--- src/rtl/comp_result_filter.sv ---
// comp_result_filter: persistence filter on the comparator one-hot result, relation FSM, change events, transition counters.
// Optional: define COMP_FILT_EQ_HOLD_EN to make EQ samples transparent (hysteresis around equality).
module comp_result_filter #(
   parameter int unsigned PERSIST = 4,
   parameter int unsigned CNT_W   = 16
) (
   input  logic             iclk,
   input  logic             irst,
   input  logic [2:0]       comp_in,
   input  logic             clr_cnt,
   output logic [2:0]       state_out,
   output logic             evt_valid,
   input  logic             evt_ready,
   output logic [5:0]       evt_code,
   output logic             evt_drop,
   output logic [CNT_W-1:0] rise_cnt,
   output logic [CNT_W-1:0] fall_cnt,
   output logic             err_flag
);
   typedef enum logic [2:0] {UNKNOWN = 3'b000, LT = 3'b001, EQ = 3'b010, GT = 3'b100} rel_e;
`ifdef COMP_FILT_EQ_HOLD_EN
   localparam bit EQ_HOLD = 1'b1;
`else
   localparam bit EQ_HOLD = 1'b0;
`endif
   localparam logic [7:0]       PMAX = 8'(PERSIST);
   localparam logic [CNT_W-1:0] CMAX = '1;
   rel_e             state_q;
   logic [7:0]       run_q, run_d, next_run;
   logic [2:0]       cand_q, cand_d;
   logic             evt_valid_q, evt_drop_q, err_q;
   logic [5:0]       evt_code_q;
   logic [CNT_W-1:0] rise_q, fall_q;
   logic             legal, illegal, hold, accept, hs, rise, fall;
   assign hold     = EQ_HOLD && comp_in == EQ;
   assign legal    = comp_in != 3'b000 && (comp_in & (comp_in - 3'd1)) == 3'b000;
   assign illegal  = !legal && comp_in != 3'b000;
   assign next_run = (comp_in == cand_q) ? ((run_q >= PMAX) ? PMAX : run_q + 8'd1) : 8'd1;
   assign accept   = legal && !hold && next_run == PMAX && comp_in != state_q;
   assign hs       = evt_valid_q && evt_ready;
   assign rise     = accept && comp_in == GT && state_q != UNKNOWN;
   assign fall     = accept && comp_in == LT && state_q != UNKNOWN;
   // Idle and illegal samples break the run; transparent EQ leaves it untouched.
   always_comb begin
      run_d  = hold ? run_q : (legal ? next_run : 8'd0);
      cand_d = hold ? cand_q : (legal ? comp_in : 3'b000);
   end
   always_ff @(posedge iclk) begin
      if (irst) begin
         state_q     <= UNKNOWN;
         run_q       <= 8'd0;
         cand_q      <= 3'b000;
         evt_valid_q <= 1'b0;
         evt_code_q  <= 6'd0;
         evt_drop_q  <= 1'b0;
         rise_q      <= '0;
         fall_q      <= '0;
         err_q       <= 1'b0;
      end else begin
         run_q      <= run_d;
         cand_q     <= cand_d;
         evt_drop_q <= accept && evt_valid_q && !evt_ready;
         if (accept)
            state_q <= rel_e'(comp_in);
         if (accept && (!evt_valid_q || evt_ready)) begin
            evt_valid_q <= 1'b1;
            evt_code_q  <= {state_q, comp_in};
         end else if (hs)
            evt_valid_q <= 1'b0;
         if (clr_cnt) begin
            rise_q <= '0;
            fall_q <= '0;
            err_q  <= 1'b0;
         end else begin
            if (rise && rise_q != CMAX)
               rise_q <= rise_q + CNT_W'(1);
            if (fall && fall_q != CMAX)
               fall_q <= fall_q + CNT_W'(1);
            if (illegal)
               err_q <= 1'b1;
         end
      end
   end
   assign state_out = state_q;
   assign evt_valid = evt_valid_q;
   assign evt_code  = evt_code_q;
   assign evt_drop  = evt_drop_q;
   assign rise_cnt  = rise_q;
   assign fall_cnt  = fall_q;
   assign err_flag  = err_q;
endmodule

--- config.mk ---
export PLATFORM = sky130hd
export DESIGN_NAME = comp_result_filter
export DESIGN_NICKNAME = d
export VERILOG_FILES = /design/src/rtl/comp_result_filter.sv
export SDC_FILE = /design/constraint.sdc
export NUM_CORES = 1
export LEC_CHECK = 0
export CORE_AREA = 5 5 78 80
export CTS_BUF_LIST = sky130_fd_sc_hd__clkbuf_16
export DETAILED_ROUTE_END_ITERATION = 10
export DIE_AREA = 0 0 83 85
export HOLD_SLACK_MARGIN = 0.12
export PLACE_DENSITY = 0.77
export RECOVER_POWER = 100
export SLEW_MARGIN = 10
export SYNTH_ARGS = -nofsm -noshare
export SYNTH_HDL_FRONTEND = slang
export SYNTH_SLANG_ARGS = --single-unit
--- constraint.sdc ---
create_clock -name iclk -period 2.9 [get_ports iclk]
set_input_delay 0.58 -clock iclk [delete_from_list [all_inputs] [get_ports iclk]]
set_output_delay 0.58 -clock iclk [all_outputs]
set_load 0.05 [all_outputs]
# Yosys cells after proc, flatten, opt, wreduce, memory -nomap -nowiden
# Cells that the tools add are included.
[totals]
register_bits = 55
latch_bits = 0
mem_bits_rw = 0
romBits = 0
inputBits = 7
output_inout_bits = 44
wordCells = 51
n_memories = 0
[op_classes]
n_addsub = 4
mul = 0
div = 0
n_lt_le_gt_ge = 1
eq_ne = 7
n_shift = 0
n_mux = 4
bitwise_logic = 2
reduce_logical = 24
[ops]
columns = ["op", "n"]
rows = [
  ["adder 16 x 1 -> 16 bit (second input constant)", 2],
  ["!= test 16 bit (second input constant)", 2],
  ["two-way mux 8 bit", 2],
  ["logical AND 1 bit", 14],
  ["adder 8 x 1 -> 8 bit (second input constant)", 1],
  ["== test 8 x 3 -> 1 bit (second input constant)", 1],
  ["greater-or-equal comparator 8 x 3 -> 1 bit (second input constant)", 1],
  ["nonzero test 3 bit", 2],
  ["OR reduction 2 bit", 2],
  ["AND 3 bit", 1],
  ["== test 3 x 1 -> 1 bit (second input constant)", 1],
  ["== test 3 bit", 1],
  ["== test 3 bit (second input constant)", 1],
  ["zero test 1 bit", 3],
  ["zero test 3 bit", 1],
  ["!= test 3 bit", 1],
  ["subtractor 3 x 1 -> 3 bit (second input constant)", 1],
  ["two-way mux 1 bit", 2],
  ["nonzero test 2 bit", 1],
  ["logical OR 1 bit", 1],
  ["inverter 1 bit", 1],
]

# Longest topological paths before layout
[logic_depth]
ltp_word = 9
ltp_mapped = 9
depth_no_buf = 7

# Worst setup path after synthesis
# No wires, ideal clock.
[synth_timing]
path_kind = "in2reg"
from = "input comp_in[1]"
to = "register rise_q[15], in the netlist rise_cnt[15]"
setup_ns = 0.070
arrival_ns = 2.451
required_time_ns = 2.830
slack_ns = 0.378
cell_stages = 7
n_path_buf = 1
path_cell_list = "buf_6 > or3b_4 > nor4b_4 > o211ai_2 > a2111o_1 > or3_1 > a21oi_1"
[synth_between]
elab_chain_cells = 9
elab_cells_between_ends = 15
cone_classes = "add/sub: 1; eq/ne: 4; mux: 1; bitwise: 1; reduce/logical: 8"
[synth_rtl]
columns = ["item", "line", "text"]
rows = [
  ["start: declaration", "9", "input logic [2:0] comp_in,"],
  ["subtractor 3 x 1 -> 3 bit", "36", "assign legal = comp_in != 3'b000 && (comp_in & (comp_in - 3'd1)) == 3'b000;"],
  ["AND 3 bit", "36", ""],
  ["zero test 3 bit", "36", ""],
  ["logical AND 1 bit", "36", ""],
  ["logical AND 1 bit (2 in series)", "39", "assign accept = legal && !hold && next_run == PMAX && comp_in != state_q;"],
  ["logical AND 1 bit * (2 in series)", "41", "assign rise = accept && comp_in == GT && state_q != UNKNOWN;"],
  ["logical AND 1 bit *", "75", "if (rise && rise_q != CMAX)"],
  ["end signal: assignment", "76", "rise_q <= rise_q + CNT_W'(1);"],
  ["end: declaration", "33", "logic [CNT_W-1:0] rise_q, fall_q;"],
]
# Mark *: on every way between the ends. The rest lies on a longest branch, timed or not.
# A chain may end at the register's enable or synchronous reset.

# Final worst setup path
# Same ends and word-level chain as after synthesis.

==> flow_summary.ini <==
[floorplanning]
die_footprint_um2 = 7060
floorplan.die.width_um = 83
die_y_um = 85
ioPinCount = 51
std_cell_rows = 27
initial_core_util_pct = 48.4
core_area_um2 = 5340

[drt]
wl_per_cell_um = 14.0
avgViaCountPerCell = 5.41
routed_wl_um = 6230
drtAntennaViolNets = 0
detailroute.via_count = 2415
first_pass_iters = 4
drc_violations = 0
detail_route.iter0.violations = 102

[hold_path]
worstHoldStart = err_flag
hp-class = register to register
worst_hold_path.endpoint = err_flag
min_delay_path_depth = 2

[clocking]
max_clock_buf_depth = 2
htreeDepth = 2
cts_tree = built
postCtsHoldBufs = 0
root_buffer = sky130_fd_sc_hd__clkbuf_16
cts.sink_count = 55
worst_skew_pair.late_latency_ps = 290
cts_post_setup_buffers_inserted = 0
cts_made_buffers = 5
clk_transition_reported_paths_ps = 70

[worst_setup_path]
worst_setup_path_startpoint = comp_in[1]
flop2flop_setup_slack_ps = 610
worst-setup-path-type = primary input to register
crit_path_cell_trace = clkdlybuf4s50_1, or3b_4, nor4b_4, buf_4, o211ai_2, a2111o_1, or3_1, a21oi_1
crit_family = simple AND/OR/NAND/NOR gates
timing.critical_path.slowest_cell_delay_ps = 520
critPathMaxFanout = 9
crit_path_end_kind = register
worstReg2RegStart = run_q[0]
number_of_buffer_and_inverter_stages_on_the_critical_path = 2
worst-r2r-cell-count = 9
slowest_stage = sky130_fd_sc_hd__a2111o_1
cp.required_ps = 3120
reg2reg_to = fall_cnt[10]
crit_start_category = primary input
crit_arrival_ps = 2960

[power_and_ir_drop]
power.share.switching_pct = 20.0
share_clk_of_total_power_pct = 47.0
totalPowerFinal_mw = 1.62
p_per_area_nw_per_um2 = 462
power_leakage_nw = 1.35
share_seq_of_total_power_pct = 47.6
cellInternalPower_mw = 1.30
comb_power_share_pct = 5.5
netSwitchingPower_uw = 324
vdd.ir_drop.worst_mv = 0.376

[global_route]
first_global_vias = 2326
antenna_violations_before_repair = 0
grtUsageTotal_pct = 17.7
first_pass_grt_wire_length_um = 10600
global_route.overflow_total = 0
grt_start_max_net_pins = 25

[place]
io_buffers = 50
dp_hpwl_um = 4480
place_area_um2 = 3330
place.gp.congestion = 0.839
place_inst = 438

[synth]
ys_ff_latch = 55
syn_avg_cell_area_um2 = 8.64
yosysUniqueCellTypes = 47
synth.yosys.warnings = 0
share_of_flip_flops_with_an_asynchronous_set_or_reset_after_synthesis_pct = 0
synth-seq-area-share_pct = 42.6
netlist_instances = 299
synth_area_leaders = sky130_fd_sc_hd__dfxtp_1 (43%), sky130_fd_sc_hd__nor2_1 (5.7%), sky130_fd_sc_hd__xnor2_1 (4.7%), sky130_fd_sc_hd__nand2_1 (4.1%), sky130_fd_sc_hd__nand4_1 (2.7%)
mappedNetlistArea_um2 = 2580
yosys.area.top_type_share_pct = 42.6
synth_enable_flop_cells = 0
top_reg_cell_synth = sky130_fd_sc_hd__dfxtp_1
post-synth-top-area-cell = sky130_fd_sc_hd__dfxtp_1

[timing]
final_hold_viol_count = 0
finalSetupViolCount = 0
finalClockSkew_ps = 6.09
grt_setup_unrepaired = no
max_slew.worst_pin.slew_ps = 571
min_period_over_period_pct = 94.4
clock.fmax_mhz = 365
max_slew_margin_pct = 61.6
final-max-slew-violation-count = 0
totalNegativeSetupSlack_ps = 0
fin_crit_ps = 2740

[flow_run]
max_cap_viol_count = 0

[finish]
syn2layout_area_growth_pct = 35.7
finish.cell_count_without_fillers = 446
final_net_count = 384
stdcell_area_um2 = 3500
final_layout_size_suffix_gt1_share_pct = 12.6
final_core_occ_pct = 65.7
antenna-diode-count = 0

[outcome]
run_status = complete, no violations
cells in the mapped netlist, types with 2 or more instances:
library cell / instances
sky130_fd_sc_hd__and3_1: 6
sky130_fd_sc_hd__nor3b_1: 2
sky130_fd_sc_hd__nor4_1: 9
sky130_fd_sc_hd__a21oi_1: 13
sky130_fd_sc_hd__dfxtp_1: 55
sky130_fd_sc_hd__a31o_2: 4
sky130_fd_sc_hd__o21ai_0: 11
sky130_fd_sc_hd__xor2_1: 4
sky130_fd_sc_hd__inv_1: 9
sky130_fd_sc_hd__nand3_1: 11
sky130_fd_sc_hd__nand2_1: 28
sky130_fd_sc_hd__o211ai_1: 5
sky130_fd_sc_hd__or3_1: 5
sky130_fd_sc_hd__clkbuf_1: 8
sky130_fd_sc_hd__xnor2_1: 14
sky130_fd_sc_hd__a31oi_1: 4
sky130_fd_sc_hd__or3_2: 2
sky130_fd_sc_hd__and4_1: 2
sky130_fd_sc_hd__or2_2: 3
sky130_fd_sc_hd__mux2i_1: 6
sky130_fd_sc_hd__or4_1: 4
sky130_fd_sc_hd__and2_1: 4
sky130_fd_sc_hd__buf_2: 3
sky130_fd_sc_hd__nor3_1: 11
sky130_fd_sc_hd__nand4_1: 11
sky130_fd_sc_hd__nor2_1: 39
sky130_fd_sc_hd__nand4bb_1: 2
sky130_fd_sc_hd__ha_1: 4
sky130_fd_sc_hd__a41o_1: 2
how the worst max path moves through the flow:
stage	end	slack [ps]	cells past startpoint
floorplan	rise_cnt[15]	380	7
CTS	rise_cnt[11]	160	9
detailed placement	rise_cnt[15]	-130	8
finish	rise_cnt[15]	160	8
global placement	rise_cnt[15]	-40	8
global route	state_out[1]	20	10
routing by layer:
layer	routed length (µm)	share of wire, %	GRT usage (%)	up-vias
li1	-	-	-	1213
met1	2670	43	20.8	1138
met2	3180	51	32.0	62
met3	356	5.7	4.66	2
met4	24	0.39	4.61	0
met5	0	0	0	-
placed cells by master (no fill, tap or decap), drive strengths merged, types with 2 or more instances in the layout:
cell type	netlist	final
a41o	2	2
and2	5	5
o21ai	11	11
and4	2	2
nand2	28	28
clkdlybuf4s50	0	6
ha	4	4
nor4	10	10
xor2	4	4
clkbuf	9	13
nand3	11	11
and3	7	7
mux2i	6	6
inv	9	9
nor2	39	39
nor3b	3	3
buf	4	18
nor4b	3	3
a31o	4	4
o211ai	6	6
or2	3	3
or3	7	7
a31oi	4	4
xnor2	14	14
bufinv	0	2
dlygate4sd3	0	44
nand4	11	11
conb	1	5
or4	4	4
dfxtp	55	55
nor3	11	11
nand4bb	2	2
a21oi	13	13
tightest hold or removal path, stage by stage, from the launching register on:
cell	delay (ps)
sky130_fd_sc_hd__dfxtp_1	330
sky130_fd_sc_hd__nor2_1	50
sky130_fd_sc_hd__nor2_1	70
power by group through the flow:
stage	Clock (mW)	Combinational (mW)	Sequential (mW)
6_report	0.761	0.0883	0.770
5_1_grt	0.813	0.0972	0.771
4_1_cts	0.776	0.0903	0.770
3_5_place_dp	0	0.0896	0.788
3_3_place_gp	0	0.0880	0.787
2_1_floorplan	0	0.0473	0.793
registers in the layout, summed over array words and instances (netlist names):
name       flops
cand_q         3
err_flag       1
evt_code       6
evt_drop       1
evt_valid      1
fall_cnt      16
rise_cnt      16
run_q          8
state_out      3
what timing repair did:
action                                 4_1_cts  5_1_grt
gates resized for setup                      0        1
setup endpoints to repair                    0        1
endpoints found under the hold margin        0        0
stage by stage:
stage	hold slack (ps)	setup WS (ps)
after floorplan	482	378
final	485	162
after detailed placement	471	-134
after global placement	462	-42.0
after global routing	533	18.8
after CTS	498	162
cells by family after synthesis:
kind of cell	Yosys count	synth area share [%]
muxes	6	2.33
AOI/OAI and AO/OA	44	11.0
DFF	55	42.6
and+or+nand+nor	148	31.4
other	1	0.145
xor gates and xnor gates	18	6.10
buffers and inverters	22	4.02
adders and majority gates	5	2.33
layout make-up:
cell class | instances | area (µm²)
fillers | 480 | 1830
multi-input cells | 226 | 1400
flip-flops and latches | 55 | 1100
repair buffers | 76 | 687
clock buffers | 5 | 125
well taps | 72 | 90.1
clock inverters | 3 | 67.6
inverters | 9 | 33.8
Power figures use the tool's default switching activity.
